===== src/rtl/maple_in.sv =====
// Maple bus receiver: synchronizes pin1/pin5, decodes start/data/end patterns,
// and hands completed bytes to the read FIFO while tracking frame status.
module maple_in #(
    parameter int unsigned          START_PULSES = 4,
    parameter int unsigned          TIMEOUT_W    = 16,
    parameter logic [TIMEOUT_W-1:0] TIMEOUT      = 16'd5000
) (
    input  logic       clk,
    input  logic       rst,
    input  logic       in_p1,
    input  logic       in_p5,
    input  logic       arm,
    input  logic       abort,
    input  logic       fifo_full,
    output logic [7:0] data_out,
    output logic       data_valid,
    output logic [7:0] byte_count,
    output logic       status_start,
    output logic       status_end,
    output logic       status_error,
    output logic       status_ovf,
    output logic       busy
);

    typedef enum logic [2:0] {
        ST_OFF,
        ST_IDLE,
        ST_START,
        ST_DATA,
        ST_ENDP
    } state_t;

    localparam logic [3:0] START_CNT = 4'(START_PULSES);

    logic p1_meta_q, p1_sync_q, p1_hist_q;
    logic p5_meta_q, p5_sync_q, p5_hist_q;

    state_t               state_q, state_d;
    logic [3:0]           edge_cnt_q, edge_cnt_d;
    logic [2:0]           bit_idx_q, bit_idx_d;
    logic [7:0]           shift_q, shift_d;
    logic [TIMEOUT_W-1:0] timer_q, timer_d;
    logic                 byte_done_q, byte_done_d;
    logic [7:0]           data_out_q, data_out_d;
    logic                 data_valid_q, data_valid_d;
    logic [7:0]           byte_count_q, byte_count_d;
    logic                 status_start_q, status_start_d;
    logic                 status_end_q, status_end_d;
    logic                 status_error_q, status_error_d;
    logic                 status_ovf_q, status_ovf_d;

    logic p1_fall, p1_rise, p5_fall, p5_rise;
    logic any_edge, both_edge, in_frame, timed_out, fail;

    // Lines idle high, so the synchronizers reset high to avoid a phantom edge.
    always_ff @(posedge clk or posedge rst) begin
        if (rst) begin
            p1_meta_q <= 1'b1;
            p1_sync_q <= 1'b1;
            p1_hist_q <= 1'b1;
            p5_meta_q <= 1'b1;
            p5_sync_q <= 1'b1;
            p5_hist_q <= 1'b1;
        end else begin
            p1_meta_q <= in_p1;
            p1_sync_q <= p1_meta_q;
            p1_hist_q <= p1_sync_q;
            p5_meta_q <= in_p5;
            p5_sync_q <= p5_meta_q;
            p5_hist_q <= p5_sync_q;
        end
    end

    assign p1_fall   = p1_hist_q & ~p1_sync_q;
    assign p1_rise   = ~p1_hist_q & p1_sync_q;
    assign p5_fall   = p5_hist_q & ~p5_sync_q;
    assign p5_rise   = ~p5_hist_q & p5_sync_q;
    assign any_edge  = p1_fall | p1_rise | p5_fall | p5_rise;
    assign both_edge = (p1_fall | p1_rise) & (p5_fall | p5_rise);
    assign in_frame  = (state_q == ST_START) || (state_q == ST_DATA) || (state_q == ST_ENDP);
    assign timed_out = in_frame && !any_edge && (timer_q >= TIMEOUT - 1'b1);

    always_ff @(posedge clk or posedge rst) begin
        if (rst) begin
            state_q        <= ST_OFF;
            edge_cnt_q     <= '0;
            bit_idx_q      <= '0;
            shift_q        <= '0;
            timer_q        <= '0;
            byte_done_q    <= 1'b0;
            data_out_q     <= '0;
            data_valid_q   <= 1'b0;
            byte_count_q   <= '0;
            status_start_q <= 1'b0;
            status_end_q   <= 1'b0;
            status_error_q <= 1'b0;
            status_ovf_q   <= 1'b0;
        end else begin
            state_q        <= state_d;
            edge_cnt_q     <= edge_cnt_d;
            bit_idx_q      <= bit_idx_d;
            shift_q        <= shift_d;
            timer_q        <= timer_d;
            byte_done_q    <= byte_done_d;
            data_out_q     <= data_out_d;
            data_valid_q   <= data_valid_d;
            byte_count_q   <= byte_count_d;
            status_start_q <= status_start_d;
            status_end_q   <= status_end_d;
            status_error_q <= status_error_d;
            status_ovf_q   <= status_ovf_d;
        end
    end

    always_comb begin
        state_d        = state_q;
        edge_cnt_d     = edge_cnt_q;
        bit_idx_d      = bit_idx_q;
        shift_d        = shift_q;
        timer_d        = '0;
        byte_done_d    = 1'b0;
        data_out_d     = data_out_q;
        data_valid_d   = 1'b0;
        byte_count_d   = byte_count_q;
        status_start_d = status_start_q;
        status_end_d   = status_end_q;
        status_error_d = status_error_q;
        status_ovf_d   = status_ovf_q;
        fail           = 1'b0;

        if (in_frame) begin
            timer_d = any_edge ? '0 : timer_q + 1'b1;
        end

        if (abort) begin
            state_d = ST_OFF;
            timer_d = '0;
        end else begin
            // Completed byte leaves one cycle after its last bit was shifted in.
            if (byte_done_q) begin
                if (byte_count_q != 8'hFF) begin
                    byte_count_d = byte_count_q + 1'b1;
                end
                if (fifo_full) begin
                    status_ovf_d = 1'b1;
                end else begin
                    data_out_d   = shift_q;
                    data_valid_d = 1'b1;
                end
            end

            case (state_q)
                ST_OFF: begin
                    if (arm) begin
                        state_d        = ST_IDLE;
                        byte_count_d   = '0;
                        status_start_d = 1'b0;
                        status_end_d   = 1'b0;
                        status_error_d = 1'b0;
                        status_ovf_d   = 1'b0;
                    end
                end
                ST_IDLE: begin
                    if (p1_fall && p5_sync_q) begin
                        state_d    = ST_START;
                        edge_cnt_d = '0;
                    end
                end
                default: begin
                    if (both_edge || timed_out) begin
                        fail = 1'b1;
                    end else begin
                        case (state_q)
                            ST_START: begin
                                if (p5_fall && edge_cnt_q != 4'hF) begin
                                    edge_cnt_d = edge_cnt_q + 1'b1;
                                end
                                if (p1_rise) begin
                                    if (edge_cnt_q == START_CNT) begin
                                        status_start_d = 1'b1;
                                        state_d        = ST_DATA;
                                        bit_idx_d      = '0;
                                    end else begin
                                        fail = 1'b1;
                                    end
                                end
                            end
                            ST_DATA: begin
                                // Even bits are clocked by pin1, odd bits by pin5.
                                if (!bit_idx_q[0]) begin
                                    if (p1_fall) begin
                                        shift_d   = {shift_q[6:0], p5_sync_q};
                                        bit_idx_d = bit_idx_q + 1'b1;
                                    end else if (p5_fall) begin
                                        if (bit_idx_q == 3'd0) begin
                                            state_d    = ST_ENDP;
                                            edge_cnt_d = '0;
                                        end else begin
                                            fail = 1'b1;
                                        end
                                    end
                                end else begin
                                    if (p5_fall) begin
                                        shift_d   = {shift_q[6:0], p1_sync_q};
                                        bit_idx_d = bit_idx_q + 1'b1;
                                        if (bit_idx_q == 3'd7) begin
                                            byte_done_d = 1'b1;
                                        end
                                    end else if (p1_fall) begin
                                        fail = 1'b1;
                                    end
                                end
                            end
                            ST_ENDP: begin
                                if (p1_fall && !p5_sync_q && edge_cnt_q != 4'hF) begin
                                    edge_cnt_d = edge_cnt_q + 1'b1;
                                end
                                if (p5_rise) begin
                                    if (edge_cnt_q == 4'd2) begin
                                        status_end_d = 1'b1;
                                        state_d      = ST_OFF;
                                    end else begin
                                        fail = 1'b1;
                                    end
                                end
                            end
                            default: begin
                            end
                        endcase
                    end
                end
            endcase

            if (fail) begin
                status_error_d = 1'b1;
                state_d        = ST_OFF;
                timer_d        = '0;
            end
        end
    end

    assign data_out     = data_out_q;
    assign data_valid   = data_valid_q;
    assign byte_count   = byte_count_q;
    assign status_start = status_start_q;
    assign status_end   = status_end_q;
    assign status_error = status_error_q;
    assign status_ovf   = status_ovf_q;
    assign busy         = in_frame;

endmodule

===== config.mk =====
export PLATFORM = sky130hd
export DESIGN_NAME = maple_in
export DESIGN_NICKNAME = d
export VERILOG_FILES = /design/src/rtl/maple_in.sv
export SDC_FILE = /design/constraint.sdc
export NUM_CORES = 1
export LEC_CHECK = 0
export BUFFER_PORTS_ARGS = -buffer_cell sky130_fd_sc_hd__buf_2
export CORE_MARGIN = 3
export CORE_UTILIZATION = 40
export DETAILED_ROUTE_END_ITERATION = 16
export PLACE_DENSITY_LB_ADDON = 0.05
export SETUP_SLACK_MARGIN = 0.15
export SKIP_CTS_REPAIR_TIMING = 1
export SLEW_MARGIN = 20
export SYNTH_ARGS = -nofsm -noshare
export SYNTH_HDL_FRONTEND = slang
export SYNTH_SLANG_ARGS = --single-unit

===== constraint.sdc =====
create_clock -name clk -period 3.4 [get_ports clk]
set_input_delay 0.68 -clock clk [delete_from_list [all_inputs] [get_ports clk]]
set_output_delay 0.68 -clock clk [all_outputs]
set_load 0.01 [all_outputs]

## Yosys cells after proc, flatten, opt, wreduce, memory -nomap -nowiden

Cells that the tools add are included.

- Bits of input ports: 7
- Output and inout bits: 22
- Logic and storage cells: 197
- Bits in registers: 62

- Eq/ne operators: 35
- Bitwise logic cells: 19
- Muxes and demuxes: 83
- Order comparisons: 1
- Add/subtract/negate cells: 4
- Reduce and logical (&&, ||, !) cells: 35

Operators with widths:

| operator | count |
|---|---|
| 16-bit two-way mux | 4 |
| 8-bit two-way mux | 7 |
| 3-bit two-way mux | 18 |
| 1-bit two-way mux | 38 |
| 4-bit two-way mux | 8 |
| 6-bit by 3-bit inequality test with 1-bit output, second input constant | 5 |
| 2-bit nonzero test | 10 |
| 6-bit by 2-bit inequality test with 1-bit output, second input constant | 3 |
| 16-bit by 1-bit adder with 16-bit output, second input constant | 1 |
| 16-bit by 13-bit greater-or-equal comparator with 1-bit output, second input constant | 1 |
| 7-bit AND reduction | 2 |
| 4-bit inequality test, second input constant | 3 |
| 3-bit one-hot mux with 2 select lines | 2 |
| 4-bit one-hot mux with 3 select lines | 1 |
| 12-bit AND reduction | 1 |
| 6-bit AND reduction | 2 |
| 11-bit AND reduction | 1 |
| 1-bit NOT | 10 |
| 3-bit by 1-bit inequality test with 1-bit output, second input constant | 3 |
| 3-bit by 2-bit inequality test with 1-bit output, second input constant | 3 |
| 3-bit one-hot mux with 3 select lines | 1 |
| 8-bit by 1-bit adder with 8-bit output, second input constant | 1 |
| 2-bit by 1-bit inequality test with 1-bit output, second input constant | 4 |
| 8-bit inequality test, second input constant | 1 |
| 24 further kinds | 47 |

## Depth between registers and ports, before layout

Gate-level depths: netlist of run 1.

- Word-level depth: 14
- Depth in mapped cells: 10

## Worst setup path before layout of run 1

OpenSTA, ideal clock, no wires.

- Kind: register to register
- From: register p5_sync_q
- To: register timer_q[2]
- Arrival time: 2.501 ns
- Library setup time: 0.069 ns
- Data required time: 3.331 ns
- Path slack: 0.830 ns
- Cell stages (with the launch flop): 10
- Buffers on the path: 1
- Clock period less this slack: 2.570 ns
- Cells stage by stage: dfstp_2 inv_1 ha_1 nor2_1 or4_4 o22ai_4 o221ai_2 a2111o_1 buf_6 nor2_2

- Longest elaborated chain between the ends: 13
- Elaborated cells between the ends (all ways): 24
- Those cells by class: 13 x mux; 7 x bitwise; 4 x reduce/logical

RTL lines:

| what | line | source |
|---|---|---|
| from (decl) | 36 | `logic p5_meta_q, p5_sync_q, p5_hist_q;` |
| from (signal assigned) | 69 | `p5_sync_q <= p5_meta_q;` |
| parallel branches: the longest is 11 deep, another holds 1-bit one-hot mux with 3 select lines | - |  |
| 16-bit two-way mux * | 234 | `if (fail) begin` |
| 16-bit two-way mux * | 135 | `if (abort) begin` |
| via timer_d[2] | 42 | `logic [TIMEOUT_W-1:0] timer_q, timer_d;` |
| to (signal assigned) | 103 | `timer_q <= timer_d;` |
| to (decl) | 42 |  |

Mark *: on every way through the listed nets, which the timed path passes. The select of a mux whose other input is x is not followed.
A chain may end at the register's enable or synchronous reset.

## Worst setup path after layout of run 1

- From: register p5_sync_q
- To: register timer_q[10]

Same word-level chain as after synthesis.

==> flow_metrics.tcl, run 1 <==
set metrics [dict create \
    path_class "register to register" \
    outcome "finished clean" \
    syn_area_mm2 0.003099 \
    cpPeakStageDelay_ns 0.72 \
    clock-sinks 62 \
    cts_buffers 9 \
    initial_core_util_pct 42.05 \
    crit_family "compound AO/OA/AOI/OAI gates" \
    wl_met2_um 2527 \
    p_total_uw 1590 \
    finalSetupTns_ns 0 \
    gp_congestion 0.8469 \
    drt-total-wl_um 5936 \
    drc 0 \
    pin_count 29 \
    rsz0062_at_grt "false" \
    cts_tree "yes" \
    routed.top_layer "met4" \
    area_delta_synth_final_pct 15.79 \
    cp.depth 8 \
    dp.cells 419 \
    cp.arrival_ns 3.19 \
    layout_worst_path_cycle_share_pct 86.12 \
    drt_iter0_drc 74 \
    p_leak_uw 0.001702 \
    path_buf_inv 1 \
    required_ns 3.66 \
    maxSlewViolCount 0 \
    fill_cells 716 \
    hpwl_um 4246 \
    drv_cap 0 \
    path_clk_slew_ns 0.07 \
    ff2ff_path_depth 8 \
    critPathSlowestCell "a2111o_1" \
    rrSetupSlack_ns 0.47 \
    regArea_mm2 0.001559 \
    setup_ws_ns 0.4721 \
    antenna_found_initial 0 \
    hold_viol 0 \
    multi_input_area_mm2 0.001435 \
    grt_start_max_net_pins 35 \
    grt_usage_pct 14.99 \
    port_buffers 28 \
    synth_seq_cells 62 \
    synth_cell_types 51 \
    die_h_um 94.03 \
    fin_skew_ns 0.01050 \
    drtAntennaViolNets 0 \
    min_period_ns 2.928 \
    pre_cts_slack_ns 0.4246 \
    nets 350 \
    wirelength_met1_um 3051 \
    end_kind "register" \
    clock_path_buffers 2 \
    min_path_type "register to register" \
    root_buffer "clkbuf_8" \
    clkLatencyLatePin_ns 0.34 \
    htreeDepth 3 \
    core-area_mm2 0.007370 \
    setup_viol 0 \
    die_w_um 94.03 \
    drive_gt1_share_pct 25.30 \
    cp_cell_sequence "inv_1 > ha_1 > nor2_1 > or4_4 > o22ai_4 > o221ai_2 > a2111o_1 > nor2_1" \
    power.density_mw_per_mm2 443.0 \
    gr-total-overflow 0 \
    via_count 2213 \
    num_rows 31 \
    yosys_warnings 0 \
    synth_area_per_cell_um2 10.47 \
    critPathLaunchType "register" \
    synth-seq-area-share_pct 50.30 \
    tightest_slew_ns 0.7534 \
    ir_drop_mv 0.2697 \
    synthCells 296 \
    met3_length_um 240 \
    hold_path_depth 0 \
    vias_per_cell 5.087 \
    first_pass_iters 4 \
    crit_fanout 13 \
    synthFlopType "dfrtp_1" \
    grt_pass1_wl_um 10340 \
    instances_no_fill 435 \
    slew_headroom_pct 49.59 \
    synth_edf_count 0 \
    insertedDiodeCount 0 \
    grt_pass1_vias 2158 \
    fin_util_pct 48.69 \
    cp_common_cell "nor2_1" \
    async_flop_share_pct 100.0 \
    die-area_mm2 0.008841 \
    wl_per_cell_um 13.65 \
    timing.fmax_mhz 341.5 \
]
==> power by group <==
part / internal, uW / switching [uW] / total (uW)
logic: 34.8 / 64.1 / 98.9
registers: 751 / 7.62 / 759
clock network: 423 / 309 / 732
==> cell type report <==
| type | instances | share of cell area (%) |
|---|---|---|
| Inverter | 18 | 1.883 |
| Clock buffer | 9 | 3.452 |
| Sequential cell | 62 | 43.45 |
| Multi-Input combinational cell | 209 | 39.99 |
| Clock inverter | 7 | 2.894 |
| Timing Repair Buffer | 31 | 4.881 |
| Tap cell | 99 | 3.452 |
==> layer usage <==
layer | vias to the layer above | GRT usage [%]
met2 | 43 | 20.99
met1 | 1052 | 21.82
met5 | - | 0
met4 | 0 | 7.220
met3 | 10 | 3.205
li1 | 1108 | -
==> worst register-to-register path, cell delays in order, from the launching register on <==
cell      delay, ns
dfstp_2        0.60
inv_1          0.06
ha_1           0.29
nor2_1         0.07
or4_4          0.44
o22ai_4        0.28
o221ai_2       0.21
a2111o_1       0.72
nor2_1         0.19
==> final timing paths <==
path,start,end
setup / recovery,p5_sync_q,timer_q[10]
hold / removal,p5_meta_q,p5_sync_q
setup reg to reg,p5_sync_q,timer_q[10]
hold reg to reg,p5_meta_q,p5_sync_q
max in group asynchronous,rst,byte_count[3]
min in group asynchronous,rst,data_out[2]
==> through the flow <==
step	instance area, um2	hold WS [ns]
floorplan	3107	0.3452
global placement	3361	0.3469
detailed placement	3361	0.3468
CTS	3588	0.3573
global route	3588	0.3589
finish	3588	0.3567
==> Yosys cell counts (7+ instances only) <==
| library cell | n | share of area, % |
|---|---|---|
| dfrtp_1 | 56 | 45 |
| nor2_1 | 26 | 3.1 |
| nand2_1 | 24 | 2.9 |
| inv_1 | 18 | 2.2 |
| mux2_2 | 15 | 5.5 |
| ha_1 | 12 | 4.8 |
| o21ai_0 | 12 | 1.9 |
| nor2_2 | 10 | 2.0 |
| xor2_1 | 9 | 2.5 |
| nand3_1 | 8 | 1.3 |
| a21oi_1 | 7 | 1.1 |
| a31oi_1 | 7 | 1.4 |
| xnor2_1 | 7 | 2.0 |
==> registers in the layout, indices dropped and copies added, names as in the netlist, 3 cells and up <==
name and count:
byte_count 8, timer_q 16, shift_q 8, data_out 8, state_q 3, bit_idx_q 3, edge_cnt_q 4
==> cell families (layout without fill, tap and decap cells) <==
group                      Yosys count  count (layout)  share of synthesized area, %
other                                1               3                        0.1210
adders and majority gates           12              12                         4.844
and+or+nand+nor                    110             110                         18.73
muxes                               19              19                         6.742
buffers and inverters               27              65                         3.633
AOI/OAI and AO/OA                   49              49                         11.10
DFF                                 62              62                         50.30
xor gates and xnor gates            16              16                         4.522
==> layout by cell type (no fill, tap or decap), types with 3 or more instances in the layout <==
cell type and n:
ha_1 12, nand2b_1 3, and3_1 6, nand3_1 8
o31ai_1 3, clkbuf_8 9, mux2i_1 4, nor2_1 26
a21oi_1 7, buf_2 28, nor2_2 10, nand2_1 24
nor2b_1 6, xor2_1 9, xnor2_1 7, conb_1 3
a211oi_1 4, nand4_1 6, mux2_2 15, inv_1 17
nor3b_1 3, o21ai_0 12, a31oi_1 7, nand4b_1 4
dfrtp_1 56, dfstp_2 6, nor3_1 3, inv_6 3
(Power assumes the default switching activity.)
==> inputs of run 2 (changes only) <==
Clock period 3.4 ns to 3.1 ns, I/O delays scaled along.
==> flow_metrics.tcl, run 2 (synthesized netlist as in run 1, its figures left out) <==
set metrics [dict create \
    outcome "finished clean" \
    ir_drop_mv 0.2325 \
    drt-total-wl_um 6346 \
    ff2ff_path_depth 8 \
    maxSlewViolCount 0 \
    p_leak_uw 0.001707 \
    fin_worst_hold_slack_ns 0.3566 \
    vias_per_cell 5.123 \
    grt_start_max_net_pins 45 \
    finalSetupTns_ns 0 \
    drive_gt1_share_pct 26.18 \
    layout_common_cells "56 x dfrtp_1, 28 x buf_2, 26 x nor2_1" \
    die-area_mm2 0.008841 \
    p_total_uw 1732 \
    rsz0062_at_grt "false" \
    drc 0 \
    insertedDiodeCount 0 \
    fin_skew_ns 0.01315 \
    htreeDepth 3 \
    initial_core_util_pct 42.05 \
    end_kind "register" \
    cp.arrival_ns 3.03 \
    path_clk_slew_ns 0.07 \
    cts_buffers 9 \
    drtAntennaViolNets 0 \
    gp_congestion 0.8804 \
    hold_viol 0 \
    min_period_ns 2.769 \
    startpoint "p1_sync_q" \
    largest_register_ffs 16 \
    path_class "register to register" \
    die_w_um 94.03 \
    core-area_mm2 0.007370 \
    setup_viol 0 \
    pin_count 29 \
    regMostFlops "timer_q" \
    clock-sinks 62 \
    num_rows 31 \
    drv_cap 0 \
    gr-total-overflow 0 \
    area_delta_synth_final_pct 16.35 \
    timing.fmax_mhz 361.1 \
    setup_ws_ns 0.3306 \
    fill_cells 719 \
    first_pass_iters 4 \
    endpoint "edge_cnt_q[1]" \
    port_buffers 28 \
    hold_path_depth 0 \
    mostFrequentLayoutCell "dfrtp_1" \
    layout_worst_path_cycle_share_pct 89.33 \
    via_count 2249 \
    slew_headroom_pct 39.52 \
    power.density_mw_per_mm2 480.4 \
    min_path_type "register to register" \
    tightest_slew_ns 0.9059 \
    hpwl_um 4351 \
    rrSetupSlack_ns 0.33 \
    clock_path_buffers 2 \
    die_h_um 94.03 \
    root_buffer "clkbuf_8" \
    nets 354 \
    pre_cts_slack_ns 0.1459 \
    grt_pass1_vias 2172 \
    critPathLaunchType "register" \
    fin_util_pct 48.93 \
    cts_tree "yes" \
    grt_usage_pct 15.47 \
    reg2reg_from "p1_sync_q" \
    rr_endpoint "edge_cnt_q[1]" \
    clkLatencyLatePin_ns 0.34 \
    crit_fanout 9 \
    drt_iter0_drc 97 \
    required_ns 3.36 \
    wl_per_cell_um 14.46 \
    antenna_found_initial 0 \
    grt_pass1_wl_um 10580 \
]
[run 2: changes by cell type in the layout (fill, tap and decap cells not counted)]
cell,previous run,this run
buf_12,1,0
buf_4,2,6
a2111o_2,0,1
clkinv_4,2,3
clkinvlp_4,0,1
clkinv_2,0,1
inv_6,3,0
[run 2: per-layer routing]
layer  wire length (um)  global-route usage, %  vias up
met1               3298                  22.74     1086
met4                 38                  7.220        0
met3                251                  3.446        2
met2               2757                  21.47       43
li1                   -                      -     1118
met5                  0                      0        -
[run 2: worst max-delay path, cell delays in order (launching register included)]
cell      delay [ns]
dfstp_2         0.56
inv_1           0.05
ha_1            0.29
or3b_2          0.50
o21ba_2         0.28
o22ai_4         0.11
a211oi_1        0.49
nand2b_1        0.21
mux2i_1         0.20
[run 2: cell type report]
| type | count | area [um2] | share of cell area (%) |
|---|---|---|---|
| Clock buffer | 9 | 123.9 | 3.435 |
| Clock inverter | 7 | 98.84 | 2.741 |
| Inverter | 18 | 67.56 | 1.874 |
| Multi-Input combinational cell | 210 | 1448 | 40.15 |
| Sequential cell | 62 | 1559 | 43.23 |
| Tap cell | 99 | 123.9 | 3.435 |
| Timing Repair Buffer | 34 | 185.2 | 5.135 |
[run 2: how the worst min path moves through the flow]
stage / start / end / slack [ns]
2_1_floorplan: p1_meta_q / p1_sync_q / 0.35
3_3_place_gp: p5_meta_q / p5_sync_q / 0.35
4_1_cts: in_p1 / p1_meta_q / 0.35
6_report: p5_meta_q / p5_sync_q / 0.36
3_5_place_dp: p5_meta_q / p5_sync_q / 0.35
5_1_grt: in_p1 / p1_meta_q / 0.36
[run 2: metrics by stage]
stage               cells  cell area (um2)
CTS                   438             3593
floorplan             298             3107
global placement      422             3371
detailed placement    422             3371
global route          439             3606
finish                439             3606
[run 2: where the power goes]
group	switching [uW]	leakage, uW	internal, uW
Clock	336	0.000109	455
Sequential	8.05	0.000831	824
Combinational	72.1	0.000767	37.7
==> inputs of run 3 (changes only) <==
Settings changed: PLACE_DENSITY from default to 0.7, PLACE_DENSITY_LB_ADDON 0.05 to default.
==> flow_metrics.tcl, run 3 (synthesized netlist as in run 1, its figures left out) <==
set metrics [dict create \
    outcome "finished clean" \
    die_h_um 94.03 \
    insertedDiodeCount 0 \
    drt_iter0_drc 165 \
    grt_start_max_net_pins 49 \
    rsz0062_at_grt "true" \
    regArea_mm2 0.001559 \
    largest_register_ffs 16 \
    crit_fanout 13 \
    maxSlewViolCount 0 \
    fill_cells 717 \
    min_path_type "register to register" \
    p_sw_share_pct 24.52 \
    clock-sinks 62 \
    grt_pass1_wl_um 10050 \
    setup_viol 0 \
    grt_usage_pct 14.36 \
    tightest_slew_ns 0.9526 \
    cts_buffers 9 \
    die_w_um 94.03 \
    drive_gt1_share_pct 25.96 \
    layout_common_cells "56 x dfrtp_1, 28 x buf_2, 26 x nor2_1" \
    htreeDepth 3 \
    clkLatencyLatePin_ns 0.34 \
    first_pass_iters 4 \
    hold_viol 0 \
    hpwl_um 4204 \
    gr-total-overflow 0 \
    grt_pass1_vias 2130 \
    die-area_mm2 0.008841 \
    path_clk_slew_ns 0.07 \
    num_rows 31 \
    drt-total-wl_um 5789 \
    vias_per_cell 5.137 \
    gp_congestion 0.8496 \
    drc 0 \
    path_class "register to register" \
    p_int_uw 1238 \
    power.share.sequential_pct 50.8 \
    setup_ws_ns 0.2972 \
    initial_core_util_pct 42.05 \
    antenna_found_initial 0 \
    cts_tree "yes" \
    nets 353 \
    pin_count 29 \
    root_buffer "clkbuf_8" \
    wl_per_cell_um 13.22 \
    regMostFlops "timer_q" \
    pre_cts_slack_ns 0.1797 \
    clock_path_buffers 2 \
    port_buffers 28 \
    core-area_mm2 0.007370 \
    multi_input_area_mm2 0.001436 \
    drv_cap 0 \
    combinationalPowerShare_pct 6.5 \
    power.density_mw_per_mm2 459.3 \
    min_period_ns 2.803 \
    finalSetupTns_ns 0 \
    ir_drop_mv 0.3941 \
    critPathLaunchType "register" \
    slew_headroom_pct 36.40 \
    p_leak_uw 0.001698 \
    cp.arrival_ns 3.07 \
    power.switching_uw 402.0 \
    layout_worst_path_cycle_share_pct 90.41 \
    area_delta_synth_final_pct 15.18 \
    end_kind "register" \
    required_ns 3.37 \
    drtAntennaViolNets 0 \
    timing.fmax_mhz 356.8 \
    p_clk_share_pct 42.8 \
    via_count 2250 \
    fin_skew_ns 0.01174 \
    mostFrequentLayoutCell "dfrtp_1" \
]
run 3: power groups by stage:
| stage | Clock (uW) | Combinational (uW) | Sequential, uW |
|---|---|---|---|
| 3_3_place_gp | 0 | 106 | 847 |
| 4_1_cts | 723 | 107 | 832 |
| 2_1_floorplan | 0 | 75.5 | 846 |
| 5_1_grt | 762 | 122 | 834 |
| 6_report | 701 | 106 | 832 |
| 3_5_place_dp | 0 | 107 | 848 |
run 3: path summary, 6_finish.rpt:
check                                to  slack, ns  depth (start not counted)       from
min                           p1_sync_q       0.36                          0  p1_meta_q
min in group asynchronous   timer_q[13]       0.50                          2        rst
min reg2reg                   p1_sync_q       0.36                          0  p1_meta_q
max in group asynchronous  status_start       1.89                          3        rst
max reg2reg                 timer_q[11]       0.30                          8  p5_sync_q
max                         timer_q[11]       0.30                          8  p5_sync_q
run 3: worst max-delay path: stages (launching register included):
cell      delay, ns
dfstp_2        0.60
inv_1          0.06
ha_1           0.28
nor2_1         0.07
or4_4          0.45
o22ai_4        0.27
o221ai_2       0.23
a2111o_2       0.63
nor2_1         0.15
run 3: final cells by class:
cell class | instances | area share (%)
inverters | 18 | 1.893
well taps | 99 | 3.470
clock buffers | 10 | 3.575
repair buffers | 34 | 5.188
flip-flops and latches | 62 | 43.67
multi-input cells | 209 | 40.24
clock inverters | 6 | 1.963
run 3: per-layer routing:
layer / wire length (um) / global-route usage, % / part of all wire [%]
met2: 2723 / 21.70 / 47
met4: 46 / 4.332 / 0.79
met3: 270 / 4.728 / 4.7
met5: 0 / 0 / 0
met1: 2749 / 19.59 / 47
run 3: per-stage QoR:
stage	hold slack (ns)	power, uW	instances	util, %	cell area [um2]
detailed placement	0.3468	954.3	422	45.74	3371
finish	0.3562	1640	438	48.44	3570
global placement	0.3473	952.8	422	45.74	3371
CTS	0.3567	1662	438	48.42	3568
floorplan	0.3452	922.0	298	-	3107
global route	0.3453	1718	438	48.44	3570
